[src/rtl/urt_rx_frame_check.sv]
// rtl/urt_rx_frame_check.sv - UART RX frame checker: start/data/parity/stop validation, one outcome per frame.
// Optional saturating error counters are built when FRAME_CHECK_ERR_CNT_EN is defined.
module urt_rx_frame_check #(
    parameter int DATA_WIDTH = 8,
    parameter int STOP_BITS  = 1,
    parameter int CNT_WIDTH  = 8
) (
    input  logic                  CLK_FRAME_CHECK,
    input  logic                  RST_FRAME_CHECK,
    input  logic                  strt_det_FRAME_CHECK,
    input  logic                  bit_vld_FRAME_CHECK,
    input  logic                  sampled_bit_FRAME_CHECK,
    input  logic                  par_en_FRAME_CHECK,
    input  logic                  par_typ_FRAME_CHECK,
`ifdef FRAME_CHECK_ERR_CNT_EN
    input  logic                  cnt_clr_FRAME_CHECK,
    output logic [CNT_WIDTH-1:0]  glitch_cnt_FRAME_CHECK,
    output logic [CNT_WIDTH-1:0]  par_err_cnt_FRAME_CHECK,
    output logic [CNT_WIDTH-1:0]  stp_err_cnt_FRAME_CHECK,
`endif
    output logic                  busy_FRAME_CHECK,
    output logic [DATA_WIDTH-1:0] data_FRAME_CHECK,
    output logic                  data_vld_FRAME_CHECK,
    output logic                  strt_glitch_FRAME_CHECK,
    output logic                  par_err_FRAME_CHECK,
    output logic                  stp_err_FRAME_CHECK
);

    generate
        if (DATA_WIDTH < 5 || DATA_WIDTH > 9) begin : g_bad_data_width
            $error("DATA_WIDTH must be in 5..9");
        end
        if (STOP_BITS != 1 && STOP_BITS != 2) begin : g_bad_stop_bits
            $error("STOP_BITS must be 1 or 2");
        end
        if (CNT_WIDTH < 1) begin : g_bad_cnt_width
            $error("CNT_WIDTH must be at least 1");
        end
    endgenerate

    typedef enum logic [2:0] {
        S_IDLE,
        S_START,
        S_DATA,
        S_PARITY,
        S_STOP
    } state_t;

    localparam int BCW = 4;

    state_t                  state;
    state_t                  state_nxt;
    logic [BCW-1:0]          bit_cnt;
    logic                    stop_cnt;
    logic [DATA_WIDTH-1:0]   shreg;
    logic                    par_en_q;
    logic                    par_typ_q;
    logic                    par_flag;
    logic                    stp_flag;

    logic                    last_data;
    logic                    last_stop;
    logic                    stp_fail;
    logic                    frame_done;
    logic                    glitch_set;
    logic                    good_set;
    logic                    par_set;
    logic                    stp_set;

    assign busy_FRAME_CHECK = (state != S_IDLE);

    // Outcome decode: the stop-flag includes the current (last) stop sample.
    always_comb begin
        last_data  = (bit_cnt == BCW'(DATA_WIDTH - 1));
        last_stop  = (STOP_BITS == 1) || stop_cnt;
        stp_fail   = stp_flag | ~sampled_bit_FRAME_CHECK;
        frame_done = bit_vld_FRAME_CHECK && (state == S_STOP) && last_stop;
        glitch_set = bit_vld_FRAME_CHECK && (state == S_START) && sampled_bit_FRAME_CHECK;
        good_set   = frame_done && !par_flag && !stp_fail;
        par_set    = frame_done && par_flag;
        stp_set    = frame_done && stp_fail;
    end

    always_ff @(posedge CLK_FRAME_CHECK or negedge RST_FRAME_CHECK) begin
        if (!RST_FRAME_CHECK) begin
            state <= S_IDLE;
        end else begin
            state <= state_nxt;
        end
    end

    always_comb begin
        state_nxt = state;
        case (state)
            S_IDLE: begin
                if (strt_det_FRAME_CHECK) state_nxt = S_START;
            end
            S_START: begin
                if (bit_vld_FRAME_CHECK)
                    state_nxt = sampled_bit_FRAME_CHECK ? S_IDLE : S_DATA;
            end
            S_DATA: begin
                if (bit_vld_FRAME_CHECK && last_data)
                    state_nxt = par_en_q ? S_PARITY : S_STOP;
            end
            S_PARITY: begin
                if (bit_vld_FRAME_CHECK) state_nxt = S_STOP;
            end
            S_STOP: begin
                if (bit_vld_FRAME_CHECK && last_stop) state_nxt = S_IDLE;
            end
            default: state_nxt = S_IDLE;
        endcase
    end

    always_ff @(posedge CLK_FRAME_CHECK or negedge RST_FRAME_CHECK) begin
        if (!RST_FRAME_CHECK) begin
            bit_cnt                 <= '0;
            stop_cnt                <= 1'b0;
            shreg                   <= '0;
            par_en_q                <= 1'b0;
            par_typ_q               <= 1'b0;
            par_flag                <= 1'b0;
            stp_flag                <= 1'b0;
            data_FRAME_CHECK        <= '0;
            data_vld_FRAME_CHECK    <= 1'b0;
            strt_glitch_FRAME_CHECK <= 1'b0;
            par_err_FRAME_CHECK     <= 1'b0;
            stp_err_FRAME_CHECK     <= 1'b0;
        end else begin
            data_vld_FRAME_CHECK    <= good_set;
            strt_glitch_FRAME_CHECK <= glitch_set;
            par_err_FRAME_CHECK     <= par_set;
            stp_err_FRAME_CHECK     <= stp_set;
            if (good_set) data_FRAME_CHECK <= shreg;

            case (state)
                S_IDLE: begin
                    if (strt_det_FRAME_CHECK) begin
                        par_en_q  <= par_en_FRAME_CHECK;
                        par_typ_q <= par_typ_FRAME_CHECK;
                        bit_cnt   <= '0;
                        stop_cnt  <= 1'b0;
                        par_flag  <= 1'b0;
                        stp_flag  <= 1'b0;
                    end
                end
                S_DATA: begin
                    if (bit_vld_FRAME_CHECK) begin
                        shreg   <= {sampled_bit_FRAME_CHECK, shreg[DATA_WIDTH-1:1]};
                        bit_cnt <= bit_cnt + BCW'(1);
                    end
                end
                S_PARITY: begin
                    // Mismatch when the sample differs from XOR(data), inverted for odd parity.
                    if (bit_vld_FRAME_CHECK)
                        par_flag <= sampled_bit_FRAME_CHECK ^ (^shreg) ^ par_typ_q;
                end
                S_STOP: begin
                    if (bit_vld_FRAME_CHECK) begin
                        if (!sampled_bit_FRAME_CHECK) stp_flag <= 1'b1;
                        stop_cnt <= 1'b1;
                    end
                end
                default: ;
            endcase
        end
    end

`ifdef FRAME_CHECK_ERR_CNT_EN
    always_ff @(posedge CLK_FRAME_CHECK or negedge RST_FRAME_CHECK) begin
        if (!RST_FRAME_CHECK) begin
            glitch_cnt_FRAME_CHECK  <= '0;
            par_err_cnt_FRAME_CHECK <= '0;
            stp_err_cnt_FRAME_CHECK <= '0;
        end else if (cnt_clr_FRAME_CHECK) begin
            glitch_cnt_FRAME_CHECK  <= '0;
            par_err_cnt_FRAME_CHECK <= '0;
            stp_err_cnt_FRAME_CHECK <= '0;
        end else begin
            if (glitch_set && !(&glitch_cnt_FRAME_CHECK))
                glitch_cnt_FRAME_CHECK <= glitch_cnt_FRAME_CHECK + CNT_WIDTH'(1);
            if (par_set && !(&par_err_cnt_FRAME_CHECK))
                par_err_cnt_FRAME_CHECK <= par_err_cnt_FRAME_CHECK + CNT_WIDTH'(1);
            if (stp_set && !(&stp_err_cnt_FRAME_CHECK))
                stp_err_cnt_FRAME_CHECK <= stp_err_cnt_FRAME_CHECK + CNT_WIDTH'(1);
        end
    end
`endif

endmodule

[config.mk]
export PLATFORM = sky130hd
export DESIGN_NAME = urt_rx_frame_check
export DESIGN_NICKNAME = d
export VERILOG_FILES = /design/src/rtl/urt_rx_frame_check.sv
export SDC_FILE = /design/constraint.sdc
export NUM_CORES = 1
export LEC_CHECK = 0
export BUFFER_PORTS_ARGS = -buffer_cell sky130_fd_sc_hd__buf_2
export CAP_MARGIN = 40
export CORE_MARGIN = 2
export CORE_UTILIZATION = 50
export DETAILED_ROUTE_END_ITERATION = 12
export MAX_ROUTING_LAYER = met4
export PLACE_DENSITY_LB_ADDON = 0.3
export SLEW_MARGIN = 40
export SYNTH_ARGS = -nofsm -noshare
export SYNTH_HDL_FRONTEND = slang
export SYNTH_SLANG_ARGS = --single-unit
export TNS_END_PERCENT = 1
[constraint.sdc]
create_clock -name CLK_FRAME_CHECK -period 2 [get_ports CLK_FRAME_CHECK]
set_input_delay 0.3 -clock CLK_FRAME_CHECK [delete_from_list [all_inputs] [get_ports CLK_FRAME_CHECK]]
set_output_delay 0.3 -clock CLK_FRAME_CHECK [all_outputs]
set_load 0.02 [all_outputs]
==> flow_summary_export.csv <==
group,metric,value,unit
finish,n_fill_cell,233,
finish,finalNetCount,144,
critical_path,crit_path_cell_trace,"inv_1 -> nand4_2 -> or4b_1 -> mux2_4",
timing,tns,0,ns
place,gp_congestion,0.735,
synth,synth_top_family_by_area,"multiplexers",
synth,async_flop_share,100,%
timing,tightest_slew,0.664,ns
routing,drt-initial-drc-count,15,
pwr,max-vdd-ir-drop,1.19,mV
critical_path,critPathArrivalTime,2.13,ns
timing,worst_slack,0.0897,ns
synth,synth_flop_cell,"dfrtp_1",
critical_path,cp_top_family,"simple AND/OR/NAND/NOR gates",
clocking,clk_pin_slew_worst_paths,0.10,ns
finish,drive_gt1_share,40.9,%
routing,wl_per_cell,14.1,um
floorplan,die-width,57.6,um
routing,vias_per_cell,5.32,
synth,yosysSeqAreaShare,53.9,%
pwr,powerDensity,1410,nW/um2
clocking,htreeDepth,2,
routing,wirelength,2370,um
global_routing,grt_antenna_before_repair,0,
global_routing,grt_pass1_vias,870,
floorplan,core_area,2730,um2
clocking,cts_tree,"done",
timing,max_slew_margin,55.7,%
routing,drt_drc_violations_left,0,
global_routing,grt_pass1_wl,4050,um
timing,hold_viol_final,31,
synth,synthTopCellsByArea,"dfrtp_1 54%, mux2_2 8.6%, mux2_4 8.3%",
run,cap_violations,0,
critical_path,worstPathRequired,2.22,ns
routing,dr_wl_met2,1120,um
timing,rsz0062_at_grt,"no",
finish,areaGrowthSynthToFinish,15.4,%
floorplan,io_pins,20,
place,io_buffers,19,
timing,fin_crit_sh,95.5,%
synth,synthSimpleGateAreaFrac,11.5,%
clocking,insertion_delay,0.33,ns
synth,synth_mux_area_share,17.0,%
synth,yosysWarnings,0,
clocking,cts_sinks,31,
critical_path,critical_path_class,"reg -> reg",
clocking,cts_resized,0,
synth,synth_cells,111,
synth,synth-xor-area-share,7.04,%
pwr,p_leak,0.000855,uW
routing,highest_layer,"met4",
synth,syn_area,1440,um2
clocking,cts-root-buf,"clkbuf_4",
timing,fmax,523,MHz
critical_path,worst-path-buf-inv,1,
routing,wl_met3,133,um
synth,synth.avg_cell_area,13.0,um2
synth,yosys.area.top_type,"dfrtp_1",
synth,yosys.area.top_type_share,53.9,%
critical_path,worst-path-max-fanout,9,
critical_path,slowest_delay,0.76,ns
floorplan,die_h,57.6,um
run_status,status,"finished with violations",
critical_path,critPathCaptureType,"flip-flop",
synth,synthTopCellsByCount,"31 x dfrtp_1, 11 x mux2_2, 8 x mux2_4",
floorplan,rows,19,
critical_path,crit_path_start_kind,"flip-flop",
global_routing,track_usage,17.5,%
synth,synthAdderAreaFrac,0.870,%
routing,drt-met1-wl,1080,um
finish,diodes,0,
clocking,cts_max_path_buffers,2,
place,dp_slack,0.0834,ns
global_routing,overflow,0,
global_routing,grt_max_degree,32,
timing,final_max_slew_viol_count,0,
pwr,power,2330,uW
routing,firstDrtPassIters,3,
routing,num_vias,894,
clocking,post_cts_buffers,0,
synth,ys_types,34,
synth,synthMostInstantiatedCell,"dfrtp_1",
run_status,violations,"negative hold slack",
timing,layout_min_cycle_time,1.91,ns
clocking,postCtsHoldBufs,0,
timing,hold_ws,-0.0114,ns
place,hpwl,1710,um
synth,synth_compound_area_share,6.43,%
synth,synth_fp_nets,119,
routing,ant_nets,0,
floorplan,die_area,3320,um2
timing,skew,0.00963,ns
synth,synth.ff_latch_count,31,
critical_path,slowest_stage,"or4b_1",
floorplan,start_util,52.6,%
timing,finalSetupViolations,0,
clocking,numCtsBuffers,5,
min_path,hold_path_class,"in -> async",
synth,synth_edf_count,0,
==> metal layers <==
metal | vias to the layer above | global-route usage, %
met5 | - | -
met4 | 0 | 7.97
met3 | 7 | 8.26
met2 | 15 | 26.0
met1 | 431 | 20.1
li1 | 441 | -
==> area by class of cell <==
| cell class | count | area, um2 | share of cell area (%) |
|---|---|---|---|
| sequential | 31 | 776 | 46.7 |
| timing repair buffer | 23 | 125 | 7.54 |
| clock buffer | 6 | 51.3 | 3.09 |
| multi-input combinational | 70 | 616 | 37.1 |
| tap | 31 | 38.8 | 2.34 |
| clock inverter | 2 | 35.0 | 2.11 |
| inverter | 5 | 18.8 | 1.13 |
==> worst reg2reg max path: stages (launching register included) <==
cell and delay, ns:
dfrtp_1 0.38, inv_1 0.12, nand4_2 0.14, or4b_1 0.76, mux2_4 0.40
==> layout by cell type (no fill, tap or decap), drive strengths merged, types with 3 or more instances in the layout <==
cell type / Yosys / routed
nor2: 5 / 5
xnor2: 6 / 6
clkbuf: 2 / 6
dfrtp: 31 / 31
mux2: 19 / 19
o21ai: 3 / 3
a21oi: 3 / 3
buf: 3 / 23
inv: 5 / 5
nand2: 6 / 6
xor2: 3 / 3
==> cell families after synthesis <==
kind of cell	Yosys count
AO/OA/AOI/OAI	14
XOR/XNOR	10
adder cells (fa/ha/maj)	1
buffers and inverters	10
flip-flops	31
multiplexers	19
AND/OR/NAND/NOR	26
==> stage by stage <==
step / instance area (um2) / cells / util (%)
final: 1660 / 168 / 60.7
after global routing: 1660 / 168 / 60.7
after CTS: 1660 / 168 / 60.7
after detailed placement: 1570 / 160 / 57.6
after global placement: 1570 / 160 / 57.6
after floorplan: 1440 / 111 / -
==> power by group <==
part / leakage (uW) / total [uW] / switching [uW] / internal, uW
clock network: 0.0000482 / 504 / 209 / 295
logic: 0.000389 / 904 / 418 / 485
registers: 0.000418 / 926 / 132 / 794
total: 0.000855 / 2330 / 759 / 1570
==> path summary, 6_finish.rpt <==
check,start,to,slack (ns),depth (start not counted)
worst min-delay path,RST_FRAME_CHECK,par_flag,-0.01,1
worst min register to register,data_FRAME_CHECK[7],data_FRAME_CHECK[7],0.51,1
max in group asynchronous,RST_FRAME_CHECK,data_FRAME_CHECK[7],1.58,1
worst max register to register,state[1],data_FRAME_CHECK[1],0.09,4
min in group CLK_FRAME_CHECK,par_en_FRAME_CHECK,par_en_q,0.19,2
worst max-delay path,state[1],data_FRAME_CHECK[1],0.09,4
==> sequential cells by signal (all words and copies together), names as in the netlist <==
register / flops
data_FRAME_CHECK: 8
shreg: 8
bit_cnt: 4
state: 3
data_vld_FRAME_CHECK: 1
par_en_q: 1
par_err_FRAME_CHECK: 1
par_flag: 1
par_typ_q: 1
stp_err_FRAME_CHECK: 1
stp_flag: 1
strt_glitch_FRAME_CHECK: 1
Power figures use the tool's default switching activity.
